--- src/rtl/coeffr_serial_loader_pkg.sv ---
// Shared constants and state encoding for the right-channel coefficient loader.
package coeffr_serial_loader_pkg;

  localparam int N_COEFF_DEF = 512;
  localparam int WORD_W_DEF  = 16;
  localparam int ROW_W_DEF   = 9;

  typedef enum logic [2:0] {
    IDLE,
    CLEAR,
    WAIT_FRAME,
    SHIFT,
    STAGE,
    WRITE,
    DONE
  } state_t;

endpackage

--- src/rtl/coeffr_serial_loader_serial_shift16.sv ---
// MSB-first serial deserialiser with bit counter, word-complete flag and
// mid-word Frame detection; reusable for any framed serial word stream.
module serial_shift16
  import coeffr_serial_loader_pkg::*;
#(
  parameter int WORD_W = WORD_W_DEF
) (
  input  logic              clk,
  input  logic              rst,
  input  logic              arm,
  input  logic              run,
  input  logic              bit_en,
  input  logic              frame,
  input  logic              din,
  output logic [WORD_W-1:0] word,
  output logic              word_complete,
  output logic              frame_restart
);

  localparam int CNT_W = $clog2(WORD_W + 1);
  localparam logic [CNT_W-1:0] LAST_BIT = CNT_W'(WORD_W - 1);

  logic [CNT_W-1:0] bitcnt;

  // A Frame mid-word restarts the word with this bit as its new MSB.
  assign frame_restart = run & bit_en & frame & (bitcnt != '0);
  assign word_complete = run & bit_en & ~frame_restart & (bitcnt == LAST_BIT);

  always_ff @(posedge clk) begin
    if (rst) begin
      word   <= '0;
      bitcnt <= '0;
    end else if (arm && bit_en && frame) begin
      word   <= {{(WORD_W-1){1'b0}}, din};
      bitcnt <= CNT_W'(1);
    end else if (run && bit_en) begin
      word <= {word[WORD_W-2:0], din};
      if (frame_restart)
        bitcnt <= CNT_W'(1);
      else if (word_complete)
        bitcnt <= '0;
      else
        bitcnt <= bitcnt + 1'b1;
    end
  end

endmodule

--- src/rtl/coeffr_serial_loader.sv ---
// Right-channel coefficient loader: clears the coefficient memory, then writes
// N_COEFF deserialised words to consecutive rows and flags completion.
//
//   state      | meaning
//   IDLE       | waiting for Start
//   CLEAR      | clear pulse high, row and frame_err zeroed
//   WAIT_FRAME | discard bits until Frame marks a word MSB
//   SHIFT      | collecting bits of the current word
//   STAGE      | present the finished word on coeff_word
//   WRITE      | word and row settled; write strobe issued on exit
//   DONE       | all rows written, load_done high
module coeffr_serial_loader
  import coeffr_serial_loader_pkg::*;
#(
  parameter int N_COEFF = N_COEFF_DEF,
  parameter int WORD_W  = WORD_W_DEF,
  parameter int ROW_W   = ROW_W_DEF
) (
  input  logic              Sclk,
  input  logic              Reset,
  input  logic              Start,
  input  logic              bit_en,
  input  logic              Frame,
  input  logic              InputR,
  output logic              clear,
  output logic              coeff_status,
  output logic [ROW_W-1:0]  row,
  output logic [WORD_W-1:0] coeff_word,
  output logic              load_done,
  output logic              frame_err
);

  localparam logic [ROW_W-1:0] LAST_ROW = ROW_W'(N_COEFF - 1);

  state_t            state;
  logic [WORD_W-1:0] shift_word;
  logic              word_complete;
  logic              frame_restart;
  logic              arm;
  logic              run;

  assign arm = (state == WAIT_FRAME);
  assign run = (state == SHIFT);

  serial_shift16 #(
    .WORD_W(WORD_W)
  ) u_shift (
    .clk          (Sclk),
    .rst          (Reset),
    .arm          (arm),
    .run          (run),
    .bit_en       (bit_en),
    .frame        (Frame),
    .din          (InputR),
    .word         (shift_word),
    .word_complete(word_complete),
    .frame_restart(frame_restart)
  );

  always_ff @(posedge Sclk) begin
    if (Reset) begin
      state        <= IDLE;
      clear        <= 1'b0;
      coeff_status <= 1'b0;
      row          <= '0;
      coeff_word   <= '0;
      load_done    <= 1'b0;
      frame_err    <= 1'b0;
    end else begin
      clear        <= 1'b0;
      coeff_status <= 1'b0;
      // Row advances the cycle after the strobe so it is stable while the memory writes.
      if (coeff_status && (row != LAST_ROW))
        row <= row + 1'b1;
      if (frame_restart)
        frame_err <= 1'b1;

      case (state)
        IDLE, DONE: begin
          if (Start) begin
            state     <= CLEAR;
            clear     <= 1'b1;
            row       <= '0;
            frame_err <= 1'b0;
            load_done <= 1'b0;
          end
        end
        CLEAR: begin
          row       <= '0;
          frame_err <= 1'b0;
          state     <= WAIT_FRAME;
        end
        WAIT_FRAME: begin
          if (bit_en && Frame)
            state <= SHIFT;
        end
        SHIFT: begin
          if (word_complete)
            state <= STAGE;
        end
        STAGE: begin
          coeff_word <= shift_word;
          state      <= WRITE;
        end
        WRITE: begin
          coeff_status <= 1'b1;
          if (row == LAST_ROW) begin
            state     <= DONE;
            load_done <= 1'b1;
          end else begin
            state <= WAIT_FRAME;
          end
        end
        default: state <= IDLE;
      endcase
    end
  end

endmodule

--- config.mk ---
export PLATFORM = sky130hd
export DESIGN_NAME = coeffr_serial_loader
export DESIGN_NICKNAME = d
export VERILOG_FILES = /design/src/rtl/coeffr_serial_loader_pkg.sv /design/src/rtl/coeffr_serial_loader_serial_shift16.sv /design/src/rtl/coeffr_serial_loader.sv
export SDC_FILE = /design/constraint.sdc
export NUM_CORES = 1
export LEC_CHECK = 0
export BUFFER_PORTS_ARGS = -buffer_cell sky130_fd_sc_hd__buf_4
export CAP_MARGIN = 25
export CORE_MARGIN = 2
export CORE_UTILIZATION = 53
export CTS_BUF_LIST = sky130_fd_sc_hd__clkbuf_2 sky130_fd_sc_hd__clkbuf_4 sky130_fd_sc_hd__clkbuf_8
export CTS_CLUSTER_DIAMETER = 200
export DETAILED_ROUTE_END_ITERATION = 6
export GPL_ROUTABILITY_DRIVEN = 0
export PLACE_DENSITY = 0.8
export SLEW_MARGIN = 5
export SYNTH_ARGS = -nofsm -noshare
export SYNTH_HDL_FRONTEND = slang
export SYNTH_SLANG_ARGS = --single-unit
--- constraint.sdc ---
create_clock -name Sclk -period 4.9 [get_ports Sclk]
set_input_delay 0.98 -clock Sclk [delete_from_list [all_inputs] [get_ports Sclk]]
set_output_delay 0.98 -clock Sclk [all_outputs]
set_load 0.05 [all_outputs]
==> impl_metrics.env <==
export IMPL_dieHeight_um=68.3
export IMPL_grt_use_met3_pct=5.43
export IMPL_via_per_inst=5.39
export IMPL_outcome="finished clean"
export IMPL_power_internal_uw=562
export IMPL_grt_max_degree=28
export IMPL_combPwrFrac_pct=5.3
export IMPL_route_detailed_wl_per_inst_um=12.5
export IMPL_min_period_over_period_pct=45.4
export IMPL_rr_worst_depth=8
export IMPL_final_cell_mix="nand2_1 (69), dfxtp_1 (53), a21oi_1 (37), buf_4 (34), nor2_1 (17)"
export IMPL_setup_viol=0
export IMPL_final_cells=335
export IMPL_relSlewSlack_pct=53.4
export IMPL_p_clk_share_pct=34.8
export IMPL_antenna_found_initial=0
export IMPL_clk_pin_slew_ps=90
export IMPL_ys_ff_latch=53
export IMPL_post_cts_resized=0
export IMPL_syn_avg_cell_area_um2=8.43
export IMPL_worstHoldEndpoint="coeff_word[15]"
export IMPL_ios=35
export IMPL_path_max_fanout=9
export IMPL_slew_viol_final=0
export IMPL_met2_usage_pct=32.8
export IMPL_startpoint_type="register"
export IMPL_finalHoldViolations=0
export IMPL_synth_flop_cell="dfxtp_1"
export IMPL_met1_usage_pct=25.2
export IMPL_drive_gt1_share_pct=18.2
export IMPL_drt_pass1_iter_count=4
export IMPL_rsz0062_at_grt="false"
export IMPL_drv_cap=0
export IMPL_grt_overflow_total=0
export IMPL_syn_inst=260
export IMPL_grt_use_total_pct=20.2
export IMPL_drt_iter0_drc=141
export IMPL_multi_input_area_mm2=0.00104
export IMPL_cts_buffers=5
export IMPL_max_freq_mhz=450
export IMPL_async_flop_share_pct=0
export IMPL_p_leak_nw=0.965
export IMPL_tightest_slew_ps=699
export IMPL_dieArea_mm2=0.00466
export IMPL_placed_cells=327
export IMPL_hp_class="register to register"
export IMPL_worstHoldStart="u_shift.word[15]"
export IMPL_cp_startpoint="row[0]"
export IMPL_synth_edf_count=0
export IMPL_netSwitchingPower_uw=177
export IMPL_drt_antenna_violating_nets=0
export IMPL_cts_buffer_depth=2
export IMPL_die_w_um=68.3
export IMPL_dpl_hpwl_um=2790
export IMPL_wl_um=4180
export IMPL_arrival_ps=2420
export IMPL_drc=0
export IMPL_ys_warn_count=0
export IMPL_cts_tree="yes"
export IMPL_h_tree_depth=2
export IMPL_swShare_pct=23.9
export IMPL_clock_sinks=53
export IMPL_syn_nets=270
export IMPL_required_ps=5090
export IMPL_cp_end_kind="register"
export IMPL_syn_to_final_growth_pct=15.1
export IMPL_finalCriticalPeriod_ps=2220
export IMPL_busiest_layer="met2"
export IMPL_postCtsSetupRepairBufs=0
export IMPL_r2r_slack_ps=2680
export IMPL_clock_latency_ps=310
export IMPL_yosysSeqAreaShare_pct=48.4
export IMPL_num_rows=23
export IMPL_power_density_mw_per_mm2=293
export IMPL_start_util_pct=54.8
export IMPL_skew_ps=7.67
export IMPL_n_antenna_cell=0
export IMPL_coreArea_mm2=0.00400
export IMPL_grt_pass1_wl_um=7090
export IMPL_ys_types=43
export IMPL_nets=294
export IMPL_cts_hold_buf=0
export IMPL_ir_drop_mv=0.169
export IMPL_setup_tns_final_ps=0
export IMPL_cts_root_buf="clkbuf_8"
export IMPL_timing_rr_end="row[5]"
export IMPL_synth_area_mm2=0.00219
export IMPL_holdPathStages=2
export IMPL_seqPwrFrac_pct=59.9
export IMPL_grt_pass1_vias=1610
export IMPL_fillers=386
export IMPL_dr_total_vias=1805
export IMPL_layout_commonest_cell="nand2_1"
export IMPL_regArea_mm2=0.00106
export IMPL_r2r_start="row[0]"
export IMPL_io_buffers=34
export IMPL_critical_path_class="register to register"
==> layer usage <==
| layer | part of all wire (%) | vias up |
|---|---|---|
| li1 | - | 927 |
| met1 | 47 | 837 |
| met2 | 47 | 34 |
| met3 | 4.2 | 7 |
| met4 | 1.6 | 0 |
| met5 | 0 | - |
==> logic make-up (layout without fill, tap and decap cells) <==
logic type | Yosys count | count (layout) | synth area share [%]
fa+ha+maj | 4 | 4 | 2.28
xor+xnor | 7 | 7 | 2.80
mux | 3 | 3 | 1.37
buf+inv | 20 | 45 | 4.28
simple gates | 121 | 121 | 26.6
flops | 53 | 53 | 48.4
compound gates | 52 | 52 | 14.2
==> cells in the mapped netlist, types with 2 or more instances <==
master / count / area, µm²
a21oi_1: 37 / 185
inv_1: 3 / 11.3
buf_4: 2 / 15.0
nand3_1: 4 / 20.0
mux2i_1: 3 / 30.0
xor2_1: 6 / 52.6
ha_1: 4 / 50.1
nand2_1: 69 / 259
nor2_1: 17 / 63.8
nand4_1: 4 / 25.0
o21ai_0: 3 / 15.0
and3_1: 5 / 31.3
a22oi_1: 2 / 15.0
nor3_1: 5 / 25.0
dfxtp_1: 53 / 1060
nor2b_1: 2 / 12.5
or3_1: 2 / 12.5
buf_2: 9 / 45.0
clkbuf_1: 6 / 22.5
==> power by group through the flow <==
stage | sequential [mW] | clock, mW | combinational (mW)
after global routing | 0.444 | 0.278 | 0.0427
final | 0.442 | 0.257 | 0.0388
after detailed placement | 0.452 | 0 | 0.0387
after global placement | 0.452 | 0 | 0.0379
after CTS | 0.442 | 0.263 | 0.0389
after floorplan | 0.448 | 0 | 0.0332
==> metrics by stage <==
stage	setup WS [ps]	area (µm²)	utilization [%]	hold slack, ps	power (mW)
detailed placement	2660	2430	60.7	443	0.491
finish	2680	2520	63.1	457	0.738
global route	2450	2520	63.1	475	0.764
global placement	2770	2430	60.7	442	0.490
floorplan	2690	2190	-	432	0.481
CTS	2660	2520	63.1	456	0.744
==> worst max-delay path: stages (launching register included) <==
cell,delay (ps)
dfxtp_1,340
ha_1,240
and3_1,190
and3_1,170
ha_1,210
nor2b_1,550
nand4_1,190
xor2_1,170
nor2_1,50
==> cell type report <==
cell class                      count  area share (%)
Multi-Input combinational cell    187            41.1
Sequential cell                    53            42.1
Clock buffer                        6            3.27
Clock inverter                      2           0.546
Tap cell                           50            2.48
Inverter                            3           0.446
Timing Repair Buffer               34            10.1
==> worst max path at each step <==
stage	cells after the start	slack, ps	end
6_report	8	2680	row[5]
5_1_grt	8	2450	row[5]
4_1_cts	8	2660	row[5]
3_5_place_dp	8	2660	row[5]
3_3_place_gp	8	2770	row[5]
2_1_floorplan	9	2690	row[4]
==> state kept, by name, indices dropped and copies added (netlist names) <==
register        cells
state               3
clear               1
coeff_status        1
u_shift.word       16
frame_err           1
load_done           1
row                 9
coeff_word         16
u_shift.bitcnt      5
Note: power is estimated with default switching activity, not from simulation.
